===== config.mk =====
export PLATFORM = sky130hd
export DESIGN_NAME = mux_scan_sel
export DESIGN_NICKNAME = d
export VERILOG_FILES = /design/src/rtl/mux_scan_sel.sv
export SDC_FILE = /design/constraint.sdc
export NUM_CORES = 1
export LEC_CHECK = 0
export BUFFER_PORTS_ARGS = -buffer_cell sky130_fd_sc_hd__buf_2
export CORE_MARGIN = 10
export CORE_UTILIZATION = 55
export DETAILED_ROUTE_END_ITERATION = 10
export PLACE_DENSITY_LB_ADDON = 0.25
export SYNTH_ARGS = -nofsm -noshare
export SYNTH_HDL_FRONTEND = slang
export SYNTH_SLANG_ARGS = --single-unit

===== constraint.sdc =====
create_clock -name clk -period 4.3 [get_ports clk]
set_input_delay 0.215 -clock clk [delete_from_list [all_inputs] [get_ports clk]]
set_output_delay 0.215 -clock clk [all_outputs]
set_load 0.02 [all_outputs]

===== src/rtl/mux_scan_sel.sv =====
// Registered N:1 channel selector: direct (sel) or auto-scan with DWELL cycles per channel; optional MUX_SCAN_SEL_CHANNEL_MASK_EN adds ch_mask.
// Latency: 1 cycle from sampled inputs to out/out_valid/cur_ch/wrap/sel_err.
// Backpressure: none; en=0 freezes the counters and holds out/cur_ch with out_valid low.
module mux_scan_sel #(
    parameter int N     = 16,
    parameter int W     = 1,
    parameter int DWELL = 1,
    localparam int SW   = $clog2(N),
    localparam int DW   = ($clog2(DWELL) > 1) ? $clog2(DWELL) : 1
) (
    input  logic            clk,
    input  logic            rst_n,
    input  logic [N*W-1:0]  in,
    input  logic [SW-1:0]   sel,
    input  logic            mode,
    input  logic            en,
`ifdef MUX_SCAN_SEL_CHANNEL_MASK_EN
    input  logic [N-1:0]    ch_mask,
`endif
    output logic [W-1:0]    out,
    output logic            out_valid,
    output logic [SW-1:0]   cur_ch,
    output logic            wrap,
    output logic            sel_err
);

    logic [W-1:0]  r_out;
    logic          r_out_valid;
    logic [SW-1:0] r_cur_ch;
    logic          r_wrap;
    logic          r_sel_err;
    logic [SW-1:0] r_ch;
    logic [DW-1:0] r_dwell;
    logic          r_wrap_pend;
    logic          r_mode_q;

    logic          w_mode_chg;
    logic [SW-1:0] w_ch_cur;
    logic [DW-1:0] w_dwell_cur;
    logic          w_pend_cur;
    logic [W-1:0]  w_ch_dat;
    logic [W-1:0]  w_sel_dat;
    logic          w_sel_ok;
    logic          w_sel_masked;
    logic          w_masked_cur;
    logic          w_all_masked;
    logic [SW-1:0] w_ch_adv;
    logic          w_adv_wraps;

    logic [W-1:0]  w_out_nxt;
    logic          w_vld_nxt;
    logic [SW-1:0] w_cur_nxt;
    logic          w_wrap_nxt;
    logic          w_err_nxt;
    logic [SW-1:0] w_ch_nxt;
    logic [DW-1:0] w_dwell_nxt;
    logic          w_pend_nxt;

    // A mode flip seen at this edge restarts the scan from channel 0 with no wrap.
    assign w_mode_chg  = (mode != r_mode_q);
    assign w_ch_cur    = w_mode_chg ? '0 : r_ch;
    assign w_dwell_cur = w_mode_chg ? '0 : r_dwell;
    assign w_pend_cur  = w_mode_chg ? 1'b0 : r_wrap_pend;
    assign w_sel_ok    = (int'(sel) < N);

    always_comb begin
        w_ch_dat  = '0;
        w_sel_dat = '0;
        for (int k = 0; k < N; k++) begin
            if (w_ch_cur == SW'(k)) w_ch_dat  = in[k*W +: W];
            if (sel == SW'(k))      w_sel_dat = in[k*W +: W];
        end
    end

`ifdef MUX_SCAN_SEL_CHANNEL_MASK_EN
    always_comb begin
        logic found;
        int   idx;
        found       = 1'b0;
        idx         = 0;
        w_ch_adv    = w_ch_cur;
        for (int off = 1; off <= N; off++) begin
            idx = (int'(w_ch_cur) + off) % N;
            if (!found && !ch_mask[idx]) begin
                w_ch_adv = SW'(idx);
                found    = 1'b1;
            end
        end
        w_adv_wraps  = (w_ch_adv <= w_ch_cur);
        w_masked_cur = ch_mask[w_ch_cur];
        w_all_masked = &ch_mask;
        w_sel_masked = w_sel_ok && ch_mask[sel];
    end
`else
    assign w_ch_adv     = (w_ch_cur == SW'(N-1)) ? '0 : w_ch_cur + SW'(1);
    assign w_adv_wraps  = (w_ch_cur == SW'(N-1));
    assign w_masked_cur = 1'b0;
    assign w_all_masked = 1'b0;
    assign w_sel_masked = 1'b0;
`endif

    always_comb begin
        w_out_nxt   = r_out;
        w_vld_nxt   = 1'b0;
        w_cur_nxt   = r_cur_ch;
        w_wrap_nxt  = 1'b0;
        w_err_nxt   = r_sel_err;
        w_ch_nxt    = w_ch_cur;
        w_dwell_nxt = w_dwell_cur;
        w_pend_nxt  = w_pend_cur;
        if (en) begin
            if (!mode) begin
                w_ch_nxt    = '0;
                w_dwell_nxt = '0;
                w_pend_nxt  = 1'b0;
                if (!w_sel_ok) begin
                    w_out_nxt = '0;
                    w_cur_nxt = sel;
                    w_err_nxt = 1'b1;
                end else if (w_sel_masked) begin
                    w_err_nxt = 1'b0;
                end else begin
                    w_out_nxt = w_sel_dat;
                    w_cur_nxt = sel;
                    w_vld_nxt = 1'b1;
                    w_err_nxt = 1'b0;
                end
            end else begin
                w_err_nxt = 1'b0;
                if (w_all_masked) begin
                    w_ch_nxt = w_ch_cur;
                end else if (w_masked_cur) begin
                    // Current channel got masked: skip it now, dwell restarts on the new one.
                    w_ch_nxt    = w_ch_adv;
                    w_dwell_nxt = '0;
                    w_pend_nxt  = w_pend_cur | w_adv_wraps;
                end else begin
                    w_out_nxt  = w_ch_dat;
                    w_cur_nxt  = w_ch_cur;
                    w_vld_nxt  = 1'b1;
                    w_wrap_nxt = w_pend_cur;
                    if (w_dwell_cur == DW'(DWELL-1)) begin
                        w_dwell_nxt = '0;
                        w_ch_nxt    = w_ch_adv;
                        w_pend_nxt  = w_adv_wraps;
                    end else begin
                        w_dwell_nxt = w_dwell_cur + DW'(1);
                        w_pend_nxt  = 1'b0;
                    end
                end
            end
        end
    end

    always_ff @(posedge clk or negedge rst_n) begin
        if (!rst_n) begin
            r_out       <= '0;
            r_out_valid <= 1'b0;
            r_cur_ch    <= '0;
            r_wrap      <= 1'b0;
            r_sel_err   <= 1'b0;
            r_ch        <= '0;
            r_dwell     <= '0;
            r_wrap_pend <= 1'b0;
            r_mode_q    <= 1'b0;
        end else begin
            r_out       <= w_out_nxt;
            r_out_valid <= w_vld_nxt;
            r_cur_ch    <= w_cur_nxt;
            r_wrap      <= w_wrap_nxt;
            r_sel_err   <= w_err_nxt;
            r_ch        <= w_ch_nxt;
            r_dwell     <= w_dwell_nxt;
            r_wrap_pend <= w_pend_nxt;
            r_mode_q    <= mode;
        end
    end

    assign out       = r_out;
    assign out_valid = r_out_valid;
    assign cur_ch    = r_cur_ch;
    assign wrap      = r_wrap;
    assign sel_err   = r_sel_err;

endmodule


==> results of run 1 <==
cells by family (layout without fill, tap and decap cells):
logic type	count (synthesis)	in the layout
other	1	1
AND/OR/NAND/NOR	40	40
adder cells (fa/ha/maj)	4	4
XOR/XNOR	2	2
multiplexers	6	6
flip-flops	14	14
buffers and inverters	16	40
AO/OA/AOI/OAI	39	39
how the worst max path moves through the flow:
| stage | startpoint | end | slack [ns] | depth (start not counted) |
|---|---|---|---|---|
| 6_report | r_mode_q | out | 1.88 | 9 |
| 3_3_place_gp | r_mode_q | out | 2.05 | 8 |
| 4_1_cts | r_mode_q | out | 1.90 | 9 |
| 5_1_grt | r_mode_q | out | 1.72 | 8 |
| 3_5_place_dp | r_mode_q | out | 1.92 | 9 |
| 2_1_floorplan | r_mode_q | out | 2.28 | 8 |
flip-flops by register name, summed over array words and instances, names as in the netlist:
| register | count |
|---|---|
| out_valid | 1 |
| r_wrap_pend | 1 |
| r_ch | 4 |
| r_mode_q | 1 |
| cur_ch | 4 |
| r_dwell | 1 |
| wrap | 1 |
| out | 1 |
metal layers:
layer	vias to the layer above	GRT usage [%]	share of wire, %	wire length [um]
met3	0	4.467	7.0	190
met2	31	21.18	50	1355
met5	-	0	0	0
met4	0	0.8021	0	0
met1	493	14.71	43	1182
li1	508	-	-	-
worst max-delay path, cell delays in order, from the launching register on:
cell	delay, ns
sky130_fd_sc_hd__dfrtp_1	0.53
sky130_fd_sc_hd__xnor2_2	0.38
sky130_fd_sc_hd__nand2_1	0.18
sky130_fd_sc_hd__inv_2	0.10
sky130_fd_sc_hd__ha_1	0.26
sky130_fd_sc_hd__nor2b_2	0.09
sky130_fd_sc_hd__a221oi_1	0.35
sky130_fd_sc_hd__a2111oi_2	0.10
sky130_fd_sc_hd__o21bai_1	0.17
sky130_fd_sc_hd__a41oi_2	0.13
through the flow:
stage	instances	hold WS [ns]	util, %	power (mW)
final	173	0.2510	65.30	0.3019
after global placement	169	0.1194	63.61	0.2298
after CTS	173	0.2473	65.30	0.3042
after floorplan	122	-0.08059	-	0.2031
after detailed placement	169	0.1268	63.61	0.2327
after global routing	173	0.2525	65.30	0.3207
where the power goes:
part	switching, mW	total (mW)	internal (mW)
combinational	0.0497	0.0861	0.0364
sequential	0.00643	0.145	0.139
clock	0.0381	0.0705	0.0325
total	0.0942	0.302	0.208
cell usage in the layout, fill, tap and decap left out, types with 2 or more instances in the layout:
cell type / synthesis / layout
sky130_fd_sc_hd__nor2b_1: 5 / 5
sky130_fd_sc_hd__nand4_1: 2 / 2
sky130_fd_sc_hd__nand2b_1: 4 / 4
sky130_fd_sc_hd__buf_2: 4 / 30
sky130_fd_sc_hd__mux2i_1: 5 / 5
sky130_fd_sc_hd__inv_1: 4 / 4
sky130_fd_sc_hd__nor2_1: 6 / 6
sky130_fd_sc_hd__a22o_1: 3 / 3
sky130_fd_sc_hd__nand3b_1: 2 / 2
sky130_fd_sc_hd__ha_1: 4 / 4
sky130_fd_sc_hd__a31oi_1: 5 / 5
sky130_fd_sc_hd__nand2_1: 8 / 8
sky130_fd_sc_hd__a221oi_1: 4 / 4
sky130_fd_sc_hd__clkbuf_4: 0 / 3
sky130_fd_sc_hd__inv_2: 2 / 2
sky130_fd_sc_hd__a21oi_1: 5 / 5
sky130_fd_sc_hd__dfrtp_1: 14 / 14
sky130_fd_sc_hd__o21ai_0: 5 / 5
sky130_fd_sc_hd__nand3_1: 6 / 6
sky130_fd_sc_hd__a31o_1: 2 / 2
sky130_fd_sc_hd__nor3_1: 3 / 3
cell type report:
type	instances	area, sq um
fillers	176	666.9
clock buffers	3	22.52
flip-flops and latches	14	350.3
well taps	27	33.78
inverters	6	22.52
multi-input cells	92	665.6
repair buffers	31	160.2
==> metrics.log, run 1 <==
[metrics] width of the chip: 64.57 um
[metrics] type of origin of the critical path: flop
[metrics] final net count: roughly 180
[metrics] adder-cell area share of the yosys netlist: 4.582%
[metrics] DRC violations left: 0
[metrics] antenna viol nets, final: 0
[metrics] # IOs: 32
[metrics] post-detail-place hpwl: ~2100 um
[metrics] Detailed Route WL: between 2000 and 3000 um
[metrics] worst setup timing slack at the placement stage: about 1.9 ns
[metrics] leading area contributor after synthesis: sky130_fd_sc_hd__dfrtp_1
[metrics] number of hold violations in the final report: 0
[metrics] most numerous cell types in the synthesized netlist: sky130_fd_sc_hd__dfrtp_1 (14), sky130_fd_sc_hd__nand2_1 (8), sky130_fd_sc_hd__nand3_1 (6), sky130_fd_sc_hd__nor2_1 (6)
[metrics] number of gates given a new drive strength after cts: 0
[metrics] count of TritonRoute iterations in the first routing pass: 4
[metrics] mux contribution to synthesized area: 6.644%
[metrics] routability-driven placement congestion ratio: around 0.89
[metrics] DRC violation total after the first TritonRoute iteration: between 50 and 60
[metrics] CTS Hold Bufs: 1
[metrics] area share of xor/xnor cells in the synthesized design: 2.291%
[metrics] clock tree from TritonCTS: done
[metrics] largest family of logic cells by synthesized area: compound AO/OA/AOI/OAI gates
[metrics] Crit. End Element: flop
[metrics] R2R cell count: 9
[metrics] setup-violating endpoint count in the final report: 0
[metrics] worst voltage drop across the vdd grid: about 0.18 mV
[metrics] outcome: completed
[metrics] number of antenna violations at the first check in global routing: 0
[metrics] share of flip-flops with an asynchronous set or reset: 100.0%
[metrics] post-CTS setup buffers: 0
[metrics] CTS H-tree depth: 1
[metrics] mean instance size in the synthesized netlist: ~9.0 sq um
[metrics] share of synthesized area occupied by flip-flops and latches: approximately a third
[metrics] crit path kind: flop to flop
[metrics] primary flip-flop cell chosen by synthesis mapping: sky130_fd_sc_hd__dfrtp_1
[metrics] number of enable-type register cells in the synthesized netlist: 0
[metrics] data arrival time of the critical path: ~2.6 ns
[metrics] area of the core region: 0.001922 sq mm
[metrics] dpl cell area: 0.001222 sq mm
[metrics] final critical-path required period: around 2.4 ns
[metrics] wire length of the first global-routing pass: 4353 um
[metrics] CTS root buffer: sky130_fd_sc_hd__clkbuf_4
[metrics] RSZ-0062 raised after global routing: no
[metrics] Final Skew: ~0.00026 ns
[metrics] vias after detailed routing: about 1000
[metrics] path category of the worst min-delay check: primary input to flop
[metrics] final worst setup slack: 1.878 ns
[metrics] cts bufs inserted: 3
[metrics] area added between synthesis and finish: 14.89%
[metrics] overall fraction of global-route tracks in use: roughly an eighth
[metrics] via count of the first global-routing pass: about 980
[metrics] count of different cell masters after synthesis: 47
[metrics] setup TNS after final layout: 0 ns
[metrics] Initial Util: 56.84%
[metrics] later-pin clock latency in the skew report: ~0.27 ns
[metrics] most numerous cell in the Yosys netlist: sky130_fd_sc_hd__dfrtp_1
[metrics] Clock transition at path regs: about 0.070 ns
[metrics] Pwr Density: between 200 and 250 mW/mm^2
[metrics] remaining global-route overflow: 0
[metrics] final instance area: between 0.001 and 0.0015 sq mm
[metrics] Sinks on Clock Net: 14
[metrics] source of the worst register-to-register timing path: r_mode_q
[metrics] Post-Syn Instances: around 120
[metrics] maximum buffer depth of the clock tree: 2
[metrics] syn nets: 150
[metrics] y dimension of the die: between 60 and 70 um
[metrics] simple-gate portion of the synthesized area: 19.47%
[metrics] worst hold path stage count: 1
[metrics] worst-case hold path end point: out_valid
[metrics] minimum setup slack among reg-to-reg paths: roughly 1.9 ns
[metrics] worst-path fanout max: 13
[metrics] final cycle utilization of the critical path: approximately 56%
[metrics] # rows: 16
[metrics] number of antenna cells inserted: 0
[metrics] leakage component of the power: between 0.5 and 0.6 nW
[metrics] fraction of post-synthesis cell area in the top cell type by area: between 30% and 40%
[metrics] per-cell routed wire length: about 16 um
[metrics] Max Transition Viols Final: 0
[metrics] Port Buf Inserts: 30
[metrics] required time of the worst setup path: approximately 4.4 ns
[metrics] average vias per placed instance: 5.965
[metrics] Die Footprint: ~0.0042 sq mm
[metrics] number of warning messages in the yosys log: 0
[metrics] leading post-synthesis cells by cell area: sky130_fd_sc_hd__dfrtp_1 (32%), sky130_fd_sc_hd__ha_1 (4.6%), sky130_fd_sc_hd__mux2i_1 (4.6%)
[metrics] share of layout cells above drive strength 1: between 20 and 30%
[metrics] pin count of the biggest net entering global routing: 22
[metrics] capturing point of the worst reg2reg path: out
[metrics] number of violations of the max-capacitance limit: 0
[metrics] complex-gate fraction of the synthesized area: between 20 and 30%
[metrics] Achievable Freq: 412.9 MHz
[metrics] cell area after synthesis: around 0.0011 sq mm
[metrics] startpoint of the tightest hold check path: en
[metrics] total of flip-flops plus latches after synthesis: 14
(Power assumes the default switching activity.)
==> run 2: changes to the inputs <==
--- a/config.mk
+++ b/config.mk
@@ -5,9 +5,10 @@
 export SDC_FILE = /design/constraint.sdc
 export NUM_CORES = 1
 export LEC_CHECK = 0
+export ABC_AREA = 1
 export BUFFER_PORTS_ARGS = -buffer_cell sky130_fd_sc_hd__buf_2
 export CORE_MARGIN = 10
-export CORE_UTILIZATION = 55
+export CORE_UTILIZATION = 51
 export DETAILED_ROUTE_END_ITERATION = 10
 export PLACE_DENSITY_LB_ADDON = 0.25
 export SYNTH_ARGS = -nofsm -noshare
==> constraint.sdc (replaced) <==
create_clock -name clk -period 2.45 [get_ports clk]
set_input_delay 0.1225 -clock clk [delete_from_list [all_inputs] [get_ports clk]]
set_output_delay 0.1225 -clock clk [all_outputs]
set_load 0.02 [all_outputs]
==> run 2 against run 1 <==
  * Sequential power grew 74%
  * Non-clock buffer count did not move
  * Via count is 18% higher
  * Worst hold slack got worse by 0.22 ns
  * Design area up 6.7%
  * Critical path type unchanged
  * Critical endpoint unchanged
  * Largest cell class unchanged
  * Largest power group unchanged
==> metrics.log, run 2 <==
[metrics] leading area contributor after synthesis: sky130_fd_sc_hd__dfrtp_1 (unchanged)
[metrics] CTS root buffer: sky130_fd_sc_hd__clkbuf_4 (unchanged)
[metrics] overall fraction of global-route tracks in use: 14.85% (was 12.23%)
[metrics] Pwr Density: 452.1 mW/mm^2 (was 240.5 mW/mm^2)
[metrics] last element of the critical path: out (unchanged)
[metrics] number of antenna violations at the first check in global routing: 0 (unchanged)
[metrics] routability-driven placement congestion ratio: 0.9065 (was 0.8865)
[metrics] count of different cell masters after synthesis: 25 (was 47)
[metrics] average vias per placed instance: 5.306 (was 5.965)
[metrics] Register Area: 350.3 sq um (unchanged)
[metrics] share of flip-flops with an asynchronous set or reset: 100.0% (unchanged)
[metrics] share of layout cells above drive strength 1: 24.26% (was 28.08%)
[metrics] leakage component of the power: 0.7534 nW (was 0.5702 nW)
[metrics] maximum buffer depth of the clock tree: 2 (unchanged)
[metrics] final net count: 231 (was 176)
[metrics] setup TNS after final layout: 0 ns (unchanged)
[metrics] Achievable Freq: 462.3 MHz (was 412.9 MHz)
[metrics] width of the chip: 66.89 um (was 64.57 um)
[metrics] per-cell routed wire length: 14.17 um (was 15.77 um)
[metrics] final cycle utilization of the critical path: 88.29% (was 56.32%)
[metrics] primary flip-flop cell chosen by synthesis mapping: sky130_fd_sc_hd__dfrtp_1 (unchanged)
[metrics] number of violations of the max-capacitance limit: 0 (unchanged)
[metrics] Die Footprint: 0.004474 sq mm (was 0.004169 sq mm)
[metrics] most numerous cell in the Yosys netlist: sky130_fd_sc_hd__nand2_1 (was sky130_fd_sc_hd__dfrtp_1)
[metrics] crit path kind: flop to flop (unchanged)
[metrics] outcome: completed (unchanged)
[metrics] Detailed Route WL: 3246 um (was 2728 um)
[metrics] wire length of the first global-routing pass: 5382 um (was 4353 um)
[metrics] post-detail-place hpwl: 2682 um (was 2137 um)
[metrics] dpl cell area: 0.001292 sq mm (was 0.001222 sq mm)
[metrics] required time of the worst setup path: 2.64 ns (was 4.44 ns)
[metrics] most used cells in the layout excluding fill and tap cells: sky130_fd_sc_hd__nand2_1 (44), sky130_fd_sc_hd__buf_2 (30), sky130_fd_sc_hd__inv_1 (28) (was sky130_fd_sc_hd__buf_2 (30), sky130_fd_sc_hd__dfrtp_1 (14), sky130_fd_sc_hd__nand2_1 (8))
[metrics] path category of the worst min-delay check: primary input to flop (unchanged)
[metrics] Seq pwr share: 41.6% (was 48.1%)
[metrics] Initial Util: 55.45% (was 56.84%)
[metrics] antenna viol nets, final: 0 (unchanged)
[metrics] total of flip-flops plus latches after synthesis: 14 (unchanged)
[metrics] fraction of power consumed by combinational cells: 30.6% (was 28.5%)
[metrics] pin count of the biggest net entering global routing: 15 (was 22)
[metrics] mean instance size in the synthesized netlist: 6.634 sq um (was 8.953 sq um)
[metrics] vias after detailed routing: 1215 (was 1032)
[metrics] fraction of post-synthesis cell area in the top cell type by area: 31.25% (was 32.07%)
[metrics] part of the total power dissipated in the clock network: 27.7% (was 23.4%)
[metrics] R2R cell count: 18 (was 9)
[metrics] worst setup timing slack at the placement stage: 0.3206 ns (was 1.917 ns)
[metrics] # IOs: 32 (unchanged)
[metrics] Max Transition Viols Final: 0 (unchanged)
[metrics] Fill cells: 195 (was 176)
[metrics] Clock transition at path regs: 0.09 ns (was 0.07 ns)
[metrics] data arrival time of the critical path: 2.35 ns (was 2.56 ns)
[metrics] CTS H-tree depth: 1 (unchanged)
[metrics] most numerous cell types in the synthesized netlist: sky130_fd_sc_hd__nand2_1 (44), sky130_fd_sc_hd__inv_1 (28), sky130_fd_sc_hd__nand3_1 (19) (was sky130_fd_sc_hd__dfrtp_1 (14), sky130_fd_sc_hd__nand2_1 (8), sky130_fd_sc_hd__nand3_1 (6), sky130_fd_sc_hd__nor2_1 (6))
[metrics] cts bufs inserted: 3 (unchanged)
[metrics] Internal Pwr Total: 400.4 uW (was 207.7 uW)
[metrics] area of the core region: 0.002022 sq mm (was 0.001922 sq mm)
[metrics] area of the multi-input gates: 635.6 sq um (was 665.6 sq um)
[metrics] sum of internal, switching and leakage power: 605.2 uW (was 301.9 uW)
[metrics] post-CTS setup buffers: 0 (unchanged)
[metrics] number of enable-type register cells in the synthesized netlist: 0 (unchanged)
[metrics] worst-path fanout max: 6 (was 13)
[metrics] DRC violation total after the first TritonRoute iteration: 130 (was 53)
[metrics] area added between synthesis and finish: 19.42% (was 14.89%)
[metrics] source of the worst register-to-register timing path: r_mode_q (unchanged)
[metrics] minimum setup slack among reg-to-reg paths: 0.29 ns (was 1.88 ns)
[metrics] count of TritonRoute iterations in the first routing pass: 4 (unchanged)
[metrics] Sinks on Clock Net: 14 (unchanged)
[metrics] worst voltage drop across the vdd grid: 0.3731 mV (was 0.1837 mV)
[metrics] later-pin clock latency in the skew report: 0.28 ns (was 0.27 ns)
[metrics] most common library cell in the layout ignoring fill and taps: sky130_fd_sc_hd__nand2_1 (was sky130_fd_sc_hd__buf_2)
[metrics] Post-Syn Instances: 169 (was 122)
[metrics] # rows: 16 (unchanged)
[metrics] type of origin of the critical path: flop (unchanged)
[metrics] final worst setup slack: 0.2870 ns (was 1.878 ns)
[metrics] net switching power figure: 204.8 uW (was 94.16 uW)
[metrics] leading post-synthesis cells by cell area: sky130_fd_sc_hd__dfrtp_1 (31%), sky130_fd_sc_hd__nand2_1 (15%), sky130_fd_sc_hd__inv_1 (9.4%) (was sky130_fd_sc_hd__dfrtp_1 (32%), sky130_fd_sc_hd__ha_1 (4.6%), sky130_fd_sc_hd__mux2i_1 (4.6%))
[metrics] Crit. End Element: flop (unchanged)
[metrics] Port Buf Inserts: 30 (unchanged)
[metrics] Final Skew: 0.002965 ns (was 0.0002587 ns)
[metrics] number of hold violations in the final report: 0 (unchanged)
[metrics] number of warning messages in the yosys log: 0 (unchanged)
[metrics] final hold slack: 0.03324 ns (was 0.2510 ns)
[metrics] timing startpoint of the critical path: r_mode_q (unchanged)
[metrics] final critical-path required period: 2.163 ns (was 2.422 ns)
[metrics] remaining global-route overflow: 0 (unchanged)
[metrics] number of antenna cells inserted: 0 (unchanged)
[metrics] capturing point of the worst reg2reg path: out (unchanged)
[metrics] setup-violating endpoint count in the final report: 0 (unchanged)
[metrics] final instance area: 0.001339 sq mm (was 0.001255 sq mm)
[metrics] syn nets: 197 (was 150)
[metrics] via count of the first global-routing pass: 1187 (was 975)
[metrics] cell area after synthesis: 0.001121 sq mm (was 0.001092 sq mm)
[metrics] clock tree from TritonCTS: done (unchanged)
[metrics] switching share of power: 33.83% (was 31.19%)
[metrics] DRC violations left: 0 (unchanged)
[metrics] share of synthesized area occupied by flip-flops and latches: 31.25% (was 32.07%)
[metrics] y dimension of the die: 66.89 um (was 64.57 um)
[metrics] RSZ-0062 raised after global routing: no (unchanged)
-- run 2: cell count changes after synthesis, moves of 5 or more --
| cell | before | now |
|---|---|---|
| sky130_fd_sc_hd__a21oi_1 | 5 | 12 |
| sky130_fd_sc_hd__a31oi_1 | 5 | 0 |
| sky130_fd_sc_hd__nand2_1 | 8 | 44 |
| sky130_fd_sc_hd__nor2_1 | 6 | 14 |
| sky130_fd_sc_hd__mux2i_1 | 5 | 0 |
| sky130_fd_sc_hd__nor2b_1 | 5 | 0 |
| sky130_fd_sc_hd__nand3_1 | 6 | 19 |
| sky130_fd_sc_hd__inv_1 | 4 | 28 |
-- run 2: layer usage --
| metal | vias to the layer above | global-route usage, % | routed length [um] |
|---|---|---|---|
| met5 | - | 0 | 0 |
| met4 | 0 | 4.103 | 36 |
| met3 | 7 | 5.853 | 317 |
| met2 | 51 | 24.17 | 1530 |
| met1 | 550 | 17.60 | 1362 |
| li1 | 607 | - | - |
-- run 2: how the worst min path moves through the flow --
stage	from	end	cells past startpoint
finish	mode	r_mode_q	1
global route	mode	r_mode_q	1
CTS	mode	r_mode_q	1
detailed placement	rst_n	r_dwell	1
global placement	rst_n	r_dwell	1
floorplan	rst_n	cur_ch[0]	0
-- run 2: power groups by stage --
stage | registers (mW) | clock network (mW) | logic [mW]
after floorplan | 0.269 | 0 | 0.106
final | 0.252 | 0.168 | 0.185
after detailed placement | 0.256 | 0 | 0.183
after CTS | 0.252 | 0.170 | 0.185
after global routing | 0.254 | 0.179 | 0.208
after global placement | 0.256 | 0 | 0.177
-- run 2: logic make-up after synthesis --
group / synth area share, %
flops: 31.25
xor+xnor: 0.7814
other cells: 0.3345
compound gates: 11.72
buf+inv: 12.05
fa+ha+maj: 4.464
simple gates: 39.40
-- run 2: cell type report --
cell class                      instances  share of cell area, %
Tap cell                               27                  2.523
Timing Repair Buffer                   31                  11.96
Sequential cell                        14                  26.17
Multi-Input combinational cell        121                  47.48
Clock buffer                            4                  2.710
Inverter                               32                  9.159
-- run 2: critical path: stages (launching register included) --
cell and delay (ns):
sky130_fd_sc_hd__dfrtp_1 0.36, sky130_fd_sc_hd__inv_1 0.04, sky130_fd_sc_hd__nand2_1 0.09, sky130_fd_sc_hd__nand2_4 0.09, sky130_fd_sc_hd__nor2_1 0.22, sky130_fd_sc_hd__inv_1 0.14, sky130_fd_sc_hd__ha_1 0.29, sky130_fd_sc_hd__a21oi_1 0.14
sky130_fd_sc_hd__nand2_1 0.06, sky130_fd_sc_hd__nand2_1 0.05, sky130_fd_sc_hd__nand2_1 0.07, sky130_fd_sc_hd__a21oi_2 0.14, sky130_fd_sc_hd__nand2_1 0.06, sky130_fd_sc_hd__nand2_1 0.06, sky130_fd_sc_hd__nand2_1 0.05, sky130_fd_sc_hd__nand2_1 0.05
sky130_fd_sc_hd__nand2_1 0.05, sky130_fd_sc_hd__nand2_1 0.06, sky130_fd_sc_hd__nand2_1 0.04
-- run 2: repair_timing --
action                    4_1_cts  5_1_grt
resized for setup               0        0
hold buffers                    1        0
hold endpoints to repair       14        0
-- run 2: stage by stage --
stage                     cells  util, %
final                       229    66.21
after global routing        229    66.21
after CTS                   229    66.21
after detailed placement    224    63.92
after global placement      224    63.92
after floorplan             169        -
==> run 3: changes to the inputs <==
--- a/config.mk
+++ b/config.mk
@@ -10,7 +10,7 @@
 export CORE_MARGIN = 10
 export CORE_UTILIZATION = 51
 export DETAILED_ROUTE_END_ITERATION = 10
-export PLACE_DENSITY_LB_ADDON = 0.25
+export PLACE_DENSITY = 0.82
 export SYNTH_ARGS = -nofsm -noshare
 export SYNTH_HDL_FRONTEND = slang
 export SYNTH_SLANG_ARGS = --single-unit
==> run 3 against run 2 <==
  * Setup slack lost 0.0025 ns
  * Via count shrank 1.6%
  * Wire length shrank 0.68%
  * Register-to-register slack is essentially flat
  * Combinational power is essentially flat
  * Sequential power is essentially flat
  * Critical endpoint unchanged
  * Highest routed layer unchanged
==> metrics.log, run 3 (synthesized netlist as in run 2, its figures left out) <==
[metrics] via count of the first global-routing pass: 1272 (was 1187)
[metrics] type of origin of the critical path: flop (unchanged)
[metrics] Max Transition Viols Final: 0 (unchanged)
[metrics] Fill cells: 195 (unchanged)
[metrics] Sinks on Clock Net: 14 (unchanged)
[metrics] setup TNS after final layout: 0 ns (unchanged)
[metrics] Clock transition at path regs: 0.08 ns (was 0.09 ns)
[metrics] final net count: 231 (unchanged)
[metrics] path category of the worst min-delay check: primary input to flop (unchanged)
[metrics] Final Skew: 0.003223 ns (was 0.002965 ns)
[metrics] most common library cell in the layout ignoring fill and taps: sky130_fd_sc_hd__nand2_1 (unchanged)
[metrics] wire length of the first global-routing pass: 5609 um (was 5382 um)
[metrics] Seq pwr share: 45.0% (was 41.6%)
[metrics] average vias per placed instance: 5.246 (was 5.306)
[metrics] post-detail-place hpwl: 2645 um (was 2682 um)
[metrics] post-CTS setup buffers: 0 (unchanged)
[metrics] routability-driven placement congestion ratio: 0.9887 (was 0.9065)
[metrics] sequence of cells on the critical path: inv_1, nand2_1, nand2_4, nor2_1, inv_1, ha_1, a21oi_1, nand2_1, nand2_1, nand2_1, a21oi_2, nand2_1, nand2_1, nand2_1, nand2_1, nand2_1, nand2_1, nand2_1 (unchanged)
[metrics] Port Buf Inserts: 30 (unchanged)
[metrics] dpl cell area: 0.001292 sq mm (unchanged)
[metrics] worst-path fanout max: 6 (unchanged)
[metrics] share of layout cells above drive strength 1: 23.88% (was 24.26%)
[metrics] part of the total power dissipated in the clock network: 22.0% (was 27.7%)
[metrics] Die Footprint: 0.004474 sq mm (unchanged)
[metrics] cts bufs inserted: 3 (unchanged)
[metrics] required time of the worst setup path: 2.62 ns (was 2.64 ns)
[metrics] area added between synthesis and finish: 18.19% (was 19.42%)
[metrics] CTS H-tree depth: 1 (unchanged)
[metrics] number of gates given a new drive strength after cts: 0 (unchanged)
[metrics] remaining global-route overflow: 0 (unchanged)
[metrics] Achievable Freq: 461.8 MHz (was 462.3 MHz)
[metrics] per-cell routed wire length: 14.14 um (was 14.17 um)
[metrics] # IOs: 32 (unchanged)
[metrics] worst hold path stage count: 1 (unchanged)
[metrics] switching share of power: 34.76% (was 33.83%)
[metrics] DRC violations left: 0 (unchanged)
[metrics] number of hold violations in the final report: 0 (unchanged)
[metrics] Initial Util: 55.45% (unchanged)
[metrics] crit path kind: flop to flop (unchanged)
[metrics] net switching power figure: 195.5 uW (was 204.8 uW)
[metrics] number of antenna cells inserted: 0 (unchanged)
[metrics] number of antenna violations at the first check in global routing: 0 (unchanged)
[metrics] antenna viol nets, final: 0 (unchanged)
[metrics] worst setup timing slack at the placement stage: 0.3015 ns (was 0.3206 ns)
[metrics] final hold slack: 0.04659 ns (was 0.03324 ns)
[metrics] final standard cell count with taps included and fillers excluded: 228 (was 229)
[metrics] # rows: 16 (unchanged)
[metrics] maximum buffer depth of the clock tree: 2 (unchanged)
[metrics] final instance area: 0.001325 sq mm (was 0.001339 sq mm)
[metrics] Pwr Density: 424.4 mW/mm^2 (was 452.1 mW/mm^2)
[metrics] leakage component of the power: 0.7462 nW (was 0.7534 nW)
[metrics] clock tree from TritonCTS: done (unchanged)
[metrics] final critical-path required period: 2.166 ns (was 2.163 ns)
[metrics] Internal Pwr Total: 366.8 uW (was 400.4 uW)
[metrics] outcome: completed (unchanged)
[metrics] DRC violation total after the first TritonRoute iteration: 131 (was 130)
[metrics] number of violations of the max-capacitance limit: 0 (unchanged)
[metrics] y dimension of the die: 66.89 um (unchanged)
[metrics] R2R cell count: 18 (unchanged)
[metrics] overall fraction of global-route tracks in use: 15.42% (was 14.85%)
[metrics] CTS Hold Bufs: 1 (unchanged)
[metrics] largest incremental delay on the critical path: 0.36 ns (about the same)
[metrics] later-pin clock latency in the skew report: 0.27 ns (was 0.28 ns)
[metrics] most used cells in the layout excluding fill and tap cells: sky130_fd_sc_hd__nand2_1 (44), sky130_fd_sc_hd__buf_2 (30), sky130_fd_sc_hd__inv_1 (28) (unchanged)
[metrics] CTS root buffer: sky130_fd_sc_hd__clkbuf_4 (unchanged)
[metrics] vias after detailed routing: 1196 (was 1215)
[metrics] # placed instances: 224 (unchanged)
[metrics] final worst setup slack: 0.2845 ns (was 0.2870 ns)
[metrics] Detailed Route WL: 3224 um (was 3246 um)
[metrics] count of TritonRoute iterations in the first routing pass: 4 (unchanged)
[metrics] dominant cell type by count on the critical path: sky130_fd_sc_hd__nand2_1 (unchanged)
[metrics] pin count of the biggest net entering global routing: 15 (unchanged)
[metrics] critical-path cell with the highest stage delay: sky130_fd_sc_hd__dfrtp_1 (unchanged)
[metrics] data arrival time of the critical path: 2.34 ns (was 2.35 ns)
[metrics] setup-violating endpoint count in the final report: 0 (unchanged)
[metrics] worst voltage drop across the vdd grid: 0.3404 mV (was 0.3731 mV)
[metrics] area of the core region: 0.002022 sq mm (unchanged)
[metrics] final cycle utilization of the critical path: 88.39% (was 88.29%)
[metrics] RSZ-0062 raised after global routing: no (unchanged)
[metrics] width of the chip: 66.89 um (unchanged)
[metrics] fraction of power consumed by combinational cells: 33.0% (was 30.6%)
[metrics] Crit. End Element: flop (unchanged)
==> run 3: cell types whose count changed in the layout (fill, tap and decap cells not counted), sizes merged <==
cell    delta
clkbuf     -1
==> run 3: critical path: cells and delay by family (launching register included) <==
kind | cells | cell delay (ns)
AOI/OAI and AO/OA | 2 | 0.27
buffers and inverters | 2 | 0.18
and+or+nand+nor | 13 | 0.96
adders and majority gates | 1 | 0.29
DFF | 1 | 0.36
==> run 3: cell type report <==
| type | count | area (sq um) | share of cell area, % |
|---|---|---|---|
| Inverter | 32 | 122.6 | 9.254 |
| Timing Repair Buffer | 31 | 160.2 | 12.09 |
| Tap cell | 27 | 33.78 | 2.550 |
| Sequential cell | 14 | 350.3 | 26.44 |
| Multi-Input combinational cell | 121 | 635.6 | 47.97 |
| Clock buffer | 3 | 22.52 | 1.700 |
==> run 3: power by group through the flow <==
stage / Sequential [mW] / Combinational (mW) / Clock (mW)
2_1_floorplan: 0.269 / 0.106 / 0
3_3_place_gp: 0.256 / 0.175 / 0
3_5_place_dp: 0.257 / 0.183 / 0
4_1_cts: 0.252 / 0.185 / 0.128
5_1_grt: 0.255 / 0.209 / 0.136
6_report: 0.253 / 0.186 / 0.124
==> run 3: per-stage QoR <==
step	power, mW	utilization [%]
after floorplan	0.3750	-
after global routing	0.5997	65.53
after CTS	0.5654	65.53
after detailed placement	0.4402	63.92
after global placement	0.4316	63.92
final	0.5623	65.53
==> run 3: path summary, 6_finish.rpt <==
| kind | end | slack (ns) | start |
|---|---|---|---|
| setup / recovery | out | 0.28 | r_mode_q |
| hold / removal | r_mode_q | 0.05 | mode |
| setup reg to reg | out | 0.28 | r_mode_q |
| hold reg to reg | out | 0.50 | out |
| max in group asynchronous | r_ch[0] | 1.96 | rst_n |
| min in group asynchronous | out_valid | 0.25 | rst_n |
==> run 3: layer usage <==
metal	part of all wire [%]	global-route usage, %
met1	38	17.02
met2	52	27.01
met5	0	0
met4	0.78	4.872
met3	9.6	5.184
